===== src/rtl/trigger_sequencer.sv =====
// Multi-line trigger engine: per-line level/edge qualification, OR/AND combining,
// pre/post sample windows, abort, auto-rearm and a saturating trigger counter.
module trigger_sequencer #(
    parameter int unsigned NUM_TRIGGER_LINES = 4,
    parameter int unsigned COUNT_W           = 16
) (
    input  logic                           clk,
    input  logic                           rst,
    input  logic                           arm,
    input  logic                           abort,
    input  logic [NUM_TRIGGER_LINES-1:0]   triggers,
    input  logic [NUM_TRIGGER_LINES-1:0]   mask,
    input  logic [2*NUM_TRIGGER_LINES-1:0] mode,
    input  logic                           combine,
    input  logic [COUNT_W-1:0]             pre_count,
    input  logic [COUNT_W-1:0]             post_count,
    input  logic                           auto_rearm,
    output logic [2:0]                     trigger_state,
    output logic                           busy,
    output logic                           trig_pulse,
    output logic                           done,
    output logic [COUNT_W-1:0]             trig_count
);

    typedef enum logic [2:0] {
        S_IDLE  = 3'd0,
        S_PRE   = 3'd1,
        S_ARMED = 3'd2,
        S_POST  = 3'd3,
        S_DONE  = 3'd4
    } state_t;

    state_t state, state_nx;

    logic [NUM_TRIGGER_LINES-1:0]   trig_q, trig_qq;
    logic [NUM_TRIGGER_LINES-1:0]   mask_r;
    logic [2*NUM_TRIGGER_LINES-1:0] mode_r;
    logic                           combine_r;
    logic [COUNT_W-1:0]             post_r;
    logic [COUNT_W-1:0]             cnt, cnt_nx;
    logic [NUM_TRIGGER_LINES-1:0]   line_hit;
    logic                           match;
    logic                           start;
    logic                           load_cfg;
    logic                           pulse_nx, done_nx, count_inc, busy_nx;

    always_comb begin
        line_hit = '0;
        for (int unsigned i = 0; i < NUM_TRIGGER_LINES; i++) begin
            case (mode_r[2*i +: 2])
                2'b00:   line_hit[i] = trig_q[i];
                2'b01:   line_hit[i] = ~trig_q[i];
                2'b10:   line_hit[i] = trig_q[i] & ~trig_qq[i];
                default: line_hit[i] = ~trig_q[i] & trig_qq[i];
            endcase
        end
    end

    // An empty mask must never match, including in AND mode where the reduction would be vacuously true.
    assign match = (|mask_r) &&
                   (combine_r ? (&(line_hit | ~mask_r)) : (|(line_hit & mask_r)));

    assign start = ((state == S_IDLE) && arm) ||
                   ((state == S_DONE) && (arm || auto_rearm));

    always_comb begin
        state_nx  = state;
        cnt_nx    = cnt;
        load_cfg  = 1'b0;
        pulse_nx  = 1'b0;
        done_nx   = 1'b0;
        count_inc = 1'b0;

        case (state)
            S_IDLE: ;
            S_PRE: begin
                if (cnt <= COUNT_W'(1)) begin
                    state_nx = S_ARMED;
                    cnt_nx   = '0;
                end else begin
                    cnt_nx = cnt - COUNT_W'(1);
                end
            end
            S_ARMED: begin
                if (match) begin
                    pulse_nx  = 1'b1;
                    count_inc = 1'b1;
                    if (post_r == '0) begin
                        state_nx = S_DONE;
                        done_nx  = 1'b1;
                    end else begin
                        state_nx = S_POST;
                        cnt_nx   = post_r;
                    end
                end
            end
            S_POST: begin
                if (cnt <= COUNT_W'(1)) begin
                    state_nx = S_DONE;
                    done_nx  = 1'b1;
                    cnt_nx   = '0;
                end else begin
                    cnt_nx = cnt - COUNT_W'(1);
                end
            end
            S_DONE: ;
            default: state_nx = S_IDLE;
        endcase

        if (start) begin
            load_cfg = 1'b1;
            cnt_nx   = pre_count;
            state_nx = (pre_count == '0) ? S_ARMED : S_PRE;
        end

        if (abort) begin
            state_nx  = S_IDLE;
            cnt_nx    = '0;
            load_cfg  = 1'b0;
            pulse_nx  = 1'b0;
            done_nx   = 1'b0;
            count_inc = 1'b0;
        end

        busy_nx = (state_nx == S_PRE) || (state_nx == S_ARMED) || (state_nx == S_POST);
    end

    always_ff @(posedge clk or posedge rst) begin
        if (rst) begin
            state      <= S_IDLE;
            trig_q     <= '0;
            trig_qq    <= '0;
            mask_r     <= '0;
            mode_r     <= '0;
            combine_r  <= 1'b0;
            post_r     <= '0;
            cnt        <= '0;
            busy       <= 1'b0;
            trig_pulse <= 1'b0;
            done       <= 1'b0;
            trig_count <= '0;
        end else begin
            trig_q     <= triggers;
            trig_qq    <= trig_q;
            state      <= state_nx;
            cnt        <= cnt_nx;
            busy       <= busy_nx;
            trig_pulse <= pulse_nx;
            done       <= done_nx;
            if (load_cfg) begin
                mask_r    <= mask;
                mode_r    <= mode;
                combine_r <= combine;
                post_r    <= post_count;
            end
            if (count_inc && (trig_count != '1))
                trig_count <= trig_count + COUNT_W'(1);
        end
    end

    assign trigger_state = state;

endmodule

===== config.mk =====
export PLATFORM = sky130hd
export DESIGN_NAME = trigger_sequencer
export DESIGN_NICKNAME = d
export VERILOG_FILES = /design/src/rtl/trigger_sequencer.sv
export SDC_FILE = /design/constraint.sdc
export NUM_CORES = 1
export LEC_CHECK = 0
export ABC_AREA = 1
export BUFFER_PORTS_ARGS = -buffer_cell sky130_fd_sc_hd__buf_2
export CAP_MARGIN = 0
export CORE_MARGIN = 3
export CORE_UTILIZATION = 40
export CTS_BUF_LIST = sky130_fd_sc_hd__clkbuf_4 sky130_fd_sc_hd__clkbuf_8
export DETAILED_ROUTE_END_ITERATION = 10
export HOLD_SLACK_MARGIN = 0.12
export PLACE_DENSITY = 0.65
export SYNTH_ARGS = -nofsm -noshare
export SYNTH_HDL_FRONTEND = slang
export SYNTH_SLANG_ARGS = --single-unit

===== constraint.sdc =====
create_clock -name clk -period 4.6 [get_ports clk]
set_input_delay 0 -clock clk [delete_from_list [all_inputs] [get_ports clk]]
set_output_delay 0 -clock clk [all_outputs]
set_load 0.01 [all_outputs]

Word level (Yosys, flattened, before mapping)
Cells that the tools add are included.
{ "word_totals": {"regBits": 75, "out_inout_bits": 22, "wordCells": 103} }
{ "op_classes": {"n_addsub": 2, "magnitude_cmp": 1, "n_eq_ne": 18, "n_mux": 29, "bitwise": 19, "n_reduce_logical": 22} }
{ "ops": {"columns": ["operator", "n"], "rows": [
  ["2-to-1 mux 16 bit", 5],
  ["logical NOT 16 bit", 2],
  ["one-hot mux 16 bit (2 select lines)", 1],
  ["2-to-1 mux 3 bit", 6],
  ["adder 16 x 1 -> 16 bit (second input constant)", 1],
  ["<= comparator 16 x 1 -> 1 bit (second input constant)", 1],
  ["!= test 16 bit (second input constant)", 1],
  ["subtractor 16 x 1 -> 16 bit (second input constant)", 1],
  ["equality test 3 x 2 -> 1 bit (second input constant)", 4],
  ["one-hot mux 1 bit (3 select lines)", 4],
  ["one-hot mux 3 bit (4 select lines)", 1],
  ["2-to-1 mux 1 bit", 10],
  ["bitwise AND 1 bit", 8],
  ["equality test 2 x 1 -> 1 bit (second input constant)", 4],
  ["equality test 2 bit (second input constant)", 4],
  ["logical NOT 2 bit", 4],
  ["!= test 4 bit (second input constant)", 2],
  ["inverter 1 bit", 8],
  ["OR reduction 4 bit", 2],
  ["equality test 3 x 1 -> 1 bit (second input constant)", 2],
  ["bitwise AND 4 bit", 1],
  ["logical AND 1 bit", 4],
  ["logical OR 1 bit", 4],
  ["inverter 4 bit", 1],
  ["9 further kinds", 10]
]} }

Logic depth before layout (Yosys ltp)
{ "logic_depth": {"ltp_word": 14, "ltp_mapped": 14} }

Worst setup path before layout
No wires, ideal clock.
{ "synth_timing": {"path_type": "reg2reg", "start": "register cnt[0]", "end": "register cnt[0]", "arrival_ns": 1.487, "slack_ns": 2.996, "path_stages_with_launch": 13, "n_path_buf": 1, "synth_period_minus_slack_ns": 1.604, "path_cell_list": "dfrtp_1 inv_1 ha_1 inv_1 nor2_4 nand2_1 nand2_1 nand2_2 nand2_4 buf_6 o21bai_1 nand3_1 o21ai_2"} }
{ "synth_between": {"elab_chain_cells": 5, "word_cells_on_any_way": 6, "classes_between": "add/sub: 1; order compare: 1; mux: 4"} }
{ "synth_lines": {"columns": ["item", "line", "rtl"], "rows": [
  ["start: declaration", "40", "logic [COUNT_W-1:0] cnt, cnt_nx;"],
  ["start signal: assignment", "146", "cnt <= cnt_nx;"],
  ["subtractor 16 x 1 -> 16 bit / <= comparator 16 x 1 -> 1 bit (equally long branches)", null, null],
  ["2-to-1 mux 16 bit (*)", "77, 98", null],
  ["one-hot mux 16 bit (2 select lines) (*)", "74", "case (state)"],
  ["2-to-1 mux 16 bit (*)", "110", "if (start) begin"],
  ["2-to-1 mux 16 bit (*)", "116", "if (abort) begin"]
]} }
Every way passes the cells marked *; elsewhere a longest branch is shown, timed or not.
A chain may end at the register's enable or synchronous reset.

Worst setup path in the final report
{ "layout_timing": {"start": "register state[0], in the netlist trigger_state[0]", "end": "register post_r[2]"} }
{ "layout_between": {"elab_chain_cells": 5, "word_cells_on_any_way": 7, "classes_between": "eq/ne: 1; mux: 2; reduce/logical: 4"} }
{ "layout_lines": {"columns": ["item", "line", "rtl"], "rows": [
  ["start: declaration", "33", "state_t state, state_nx;"],
  ["start signal: assignment", "145", "state <= state_nx;"],
  ["equality test 3 bit / logical NOT 3 bit (equally long branches)", "64, 63", null],
  ["logical AND 1 bit (on tied branches)", "64, 63", null],
  ["logical OR 1 bit (*)", "63", "assign start = ((state == S_IDLE) && arm) ||"],
  ["2-to-1 mux 1 bit (*)", "110", null],
  ["2-to-1 mux 1 bit (*)", "116", null],
  ["end signal: assignment", "154", "post_r <= post_count;"],
  ["end: declaration", "39", "logic [COUNT_W-1:0] post_r;"]
]} }
Marks and branches as above.

==> impl_metrics.tcl <==
set metrics [dict create \
    cts_tree "built" \
    cts_resized 0 \
    viasPerCell 4.88 \
    dieHeight_microns 113 \
    arrival_ns 3.10 \
    dieArea_sq_um 12700 \
    placed_cells 765 \
    yosysWarningCount 0 \
    grt_pass1_wl_microns 19200 \
    avgRoutedWirePerCell_microns 13.5 \
    end_kind "flip-flop" \
    drc 0 \
    synth-seq-cells 75 \
    clk_latency_ns 0.36 \
    io_pins 76 \
    synth_cell_types 39 \
    startpoint_type "flip-flop" \
    slew_headroom_pct 31.5 \
    ff_latch_area_sq_um 1880 \
    place_ws_ns 1.75 \
    firstDrtPassIters 5 \
    drv_cap 0 \
    slew_violations 0 \
    antennaDiodeCount 0 \
    crit_fanout 30 \
    synthDominantCellAreaShare_pct 41.1 \
    drive_gt1_share_pct 27.6 \
    cts_sinks 75 \
    finalHoldViolations 0 \
    multi_input_area_sq_um 2320 \
    fillers 1068 \
    numCtsBuffers 9 \
    path_class "flip-flop to flip-flop" \
    vias 4049 \
    tightest_slew_ns 1.03 \
    power_density_nw_per_um2 315 \
    finalCriticalPeriod_ns 2.87 \
    drt_iter0_drc 256 \
    routabilityCongestion 0.892 \
    nNetsFinal 741 \
    setup_tns_ns 0 \
    syn_to_final_growth_pct 24.8 \
    wl_microns 11200 \
    rows 38 \
    grt_max_degree 46 \
    syn_area_sq_um 4570 \
    port_buffers 75 \
    setup_ws_ns 1.73 \
    synth_edf_count 0 \
    post-route-period-util_pct 62.4 \
    hold_class "primary input to flip-flop" \
    yosysSeqAreaShare_pct 41.1 \
    antenna_found_initial 0 \
    setup_violations 0 \
    htree_num_levels 3 \
    async_reset_ff_share_pct 100 \
    rsz0062_at_grt "false" \
    hold_buffers 48 \
    irDropWorstVdd_mv 0.163 \
    cts.root.buffer_cell "clkbuf_8" \
    die_w_microns 113 \
    synth.area.top_cells "dfrtp_1 (41%), nand2_1 (10%), nor2_1 (5.2%)" \
    synth_nets 620 \
    final_cells 829 \
    power.leakage_nw 2.76 \
    dp_hpwl_microns 8160 \
    syn_area_per_cell_sq_um 8.12 \
    post_cts_buffers 0 \
    ys.flop_type "dfrtp_1" \
    status "complete, no violations" \
    initial_utilization_pct 41.6 \
    clk_path_buf_depth 2 \
    yosys.area.top_type "dfrtp_1" \
    grt_pass1_vias 4023 \
    fin_skew_ns 0.0132 \
    synthCells 563 \
    grt-ovfl-total 0 \
    ant_nets 0 \
    grt.total_usage_pct 18.4 \
    fmax_mhz 348 \
    core_area_sq_um 11000 \
    cts.reportedPaths.clkPinSlew_ns 0.08 \
    critPathRequiredTime_ns 4.83 \
]
==> power by group <==
group	total, mW	switching, mW	internal [mW]
clock	0.531	0.242	0.290
combinational	0.462	0.264	0.198
sequential	0.804	0.0672	0.737
==> worst paths after layout <==
path / end / startpoint / slack, ns / cells after the start
max in group asynchronous: busy$_DFF_PP0_ / rst / 3.29 / 4
max: post_r[2]$_DFFE_PP0P_ / trigger_state[0]$_DFF_PP0_ / 1.73 / 7
min reg2reg: trig_qq[1]$_DFF_PP0_ / trig_q[1]$_DFF_PP0_ / 0.38 / 0
min in group asynchronous: mode_r[5]$_DFFE_PP0P_ / rst / 0.29 / 3
max reg2reg: post_r[2]$_DFFE_PP0P_ / trigger_state[0]$_DFF_PP0_ / 1.73 / 7
min: cnt[12]$_DFFE_PP0P_ / pre_count[12] / 0.15 / 5
==> cells by family after synthesis <==
logic type	Yosys count	synth area share (%)
AOI/OAI and AO/OA	64	10.1
xor gates and xnor gates	22	4.21
adders and majority gates	3	0.821
buffers and inverters	83	8.13
DFF	75	41.1
muxes	19	4.68
and+or+nand+nor	297	31.0
==> cells in the mapped netlist (2+ instances only) <==
library cell  instances
nor2_4                3
o21bai_1             10
nor2_1               63
buf_4                 3
clkbuf_1              3
a21oi_1              12
dfrtp_1              75
mux2_1                2
nor3_1                4
buf_2                 3
xor2_1                9
nand3_2               3
mux2_2               17
inv_1                62
nand3_1              40
xnor2_1              13
o21ai_0              12
or2_2                 5
ha_1                  3
nor4_1                9
nand2_1             123
buf_6                 6
inv_2                 6
nand2_4               3
o21ai_2              25
nand2_2              24
nand4_1              12
nor2_2                2
==> metal layers <==
layer	track usage, %	routed length [microns]	vias to the layer above	part of all wire [%]
li1	-	-	2050	-
met5	0	0	-	0
met2	29.1	5160	128	46
met1	25.7	5180	1851	46
met4	5.77	195	0	1.7
met3	3.48	680	20	6.1
==> placed cells by master, fill, tap and decap left out, types with 2 or more instances in the layout <==
| cell type | synthesis | layout |
|---|---|---|
| inv_2 | 6 | 7 |
| or2_2 | 5 | 5 |
| nor2_1 | 63 | 63 |
| dfrtp_1 | 75 | 75 |
| ha_1 | 3 | 3 |
| xnor2_1 | 13 | 13 |
| inv_1 | 62 | 61 |
| nand3_2 | 3 | 3 |
| buf_2 | 3 | 75 |
| dlygate4sd3_1 | 0 | 48 |
| nand2_2 | 24 | 24 |
| mux2_2 | 17 | 17 |
| nand4_1 | 12 | 12 |
| buf_4 | 3 | 2 |
| nand2_4 | 3 | 3 |
| nand2_1 | 123 | 123 |
| clkbuf_8 | 0 | 10 |
| o21ai_2 | 25 | 25 |
| nor2_4 | 3 | 3 |
| nor2_2 | 2 | 2 |
| a21oi_1 | 12 | 12 |
| xor2_1 | 9 | 9 |
| clkbuf_4 | 0 | 4 |
| mux2_1 | 2 | 2 |
| o21bai_1 | 10 | 10 |
| nand3_1 | 40 | 40 |
| nor4_1 | 9 | 9 |
| o21ai_0 | 12 | 12 |
| nor3_1 | 4 | 4 |
==> flip-flops by register name, indices dropped and copies added (netlist names) <==
signal and flops:
busy 1, cnt 16, combine_r 1, done 1, mask_r 4, mode_r 8
post_r 16, trig_count 16, trig_pulse 1, trig_q 4, trig_qq 4, trigger_state 3
==> per-stage QoR <==
step / hold slack [ns] / total power [mW] / util, % / instance area, sq um
final: 0.150 / 1.80 / 51.9 / 5700
after CTS: 0.122 / 1.82 / 51.9 / 5700
after global routing: 0.167 / 1.91 / 51.9 / 5700
after floorplan: 0.0314 / 1.13 / - / 4570
after detailed placement: 0.110 / 1.25 / 45.7 / 5020
after global placement: 0.108 / 1.24 / 45.7 / 5020
==> worst max-delay path: stages, from the launching register on <==
cell and delay, ns:
dfrtp_1 0.47, nor2_1 0.16, nand2_1 0.52, inv_2 0.33, nand2_1 0.64, buf_4 0.45, nor2_1 0.12, a21oi_1 0.06
==> final cells by class <==
class,count,area share [%]
inverters,68,4.47
well taps,140,3.07
repair buffers,125,15.3
multi-input cells,405,40.7
clock inverters,2,0.614
flip-flops and latches,75,32.9
clock buffers,14,2.94
No activity file was read; power rests on OpenSTA's default activity.
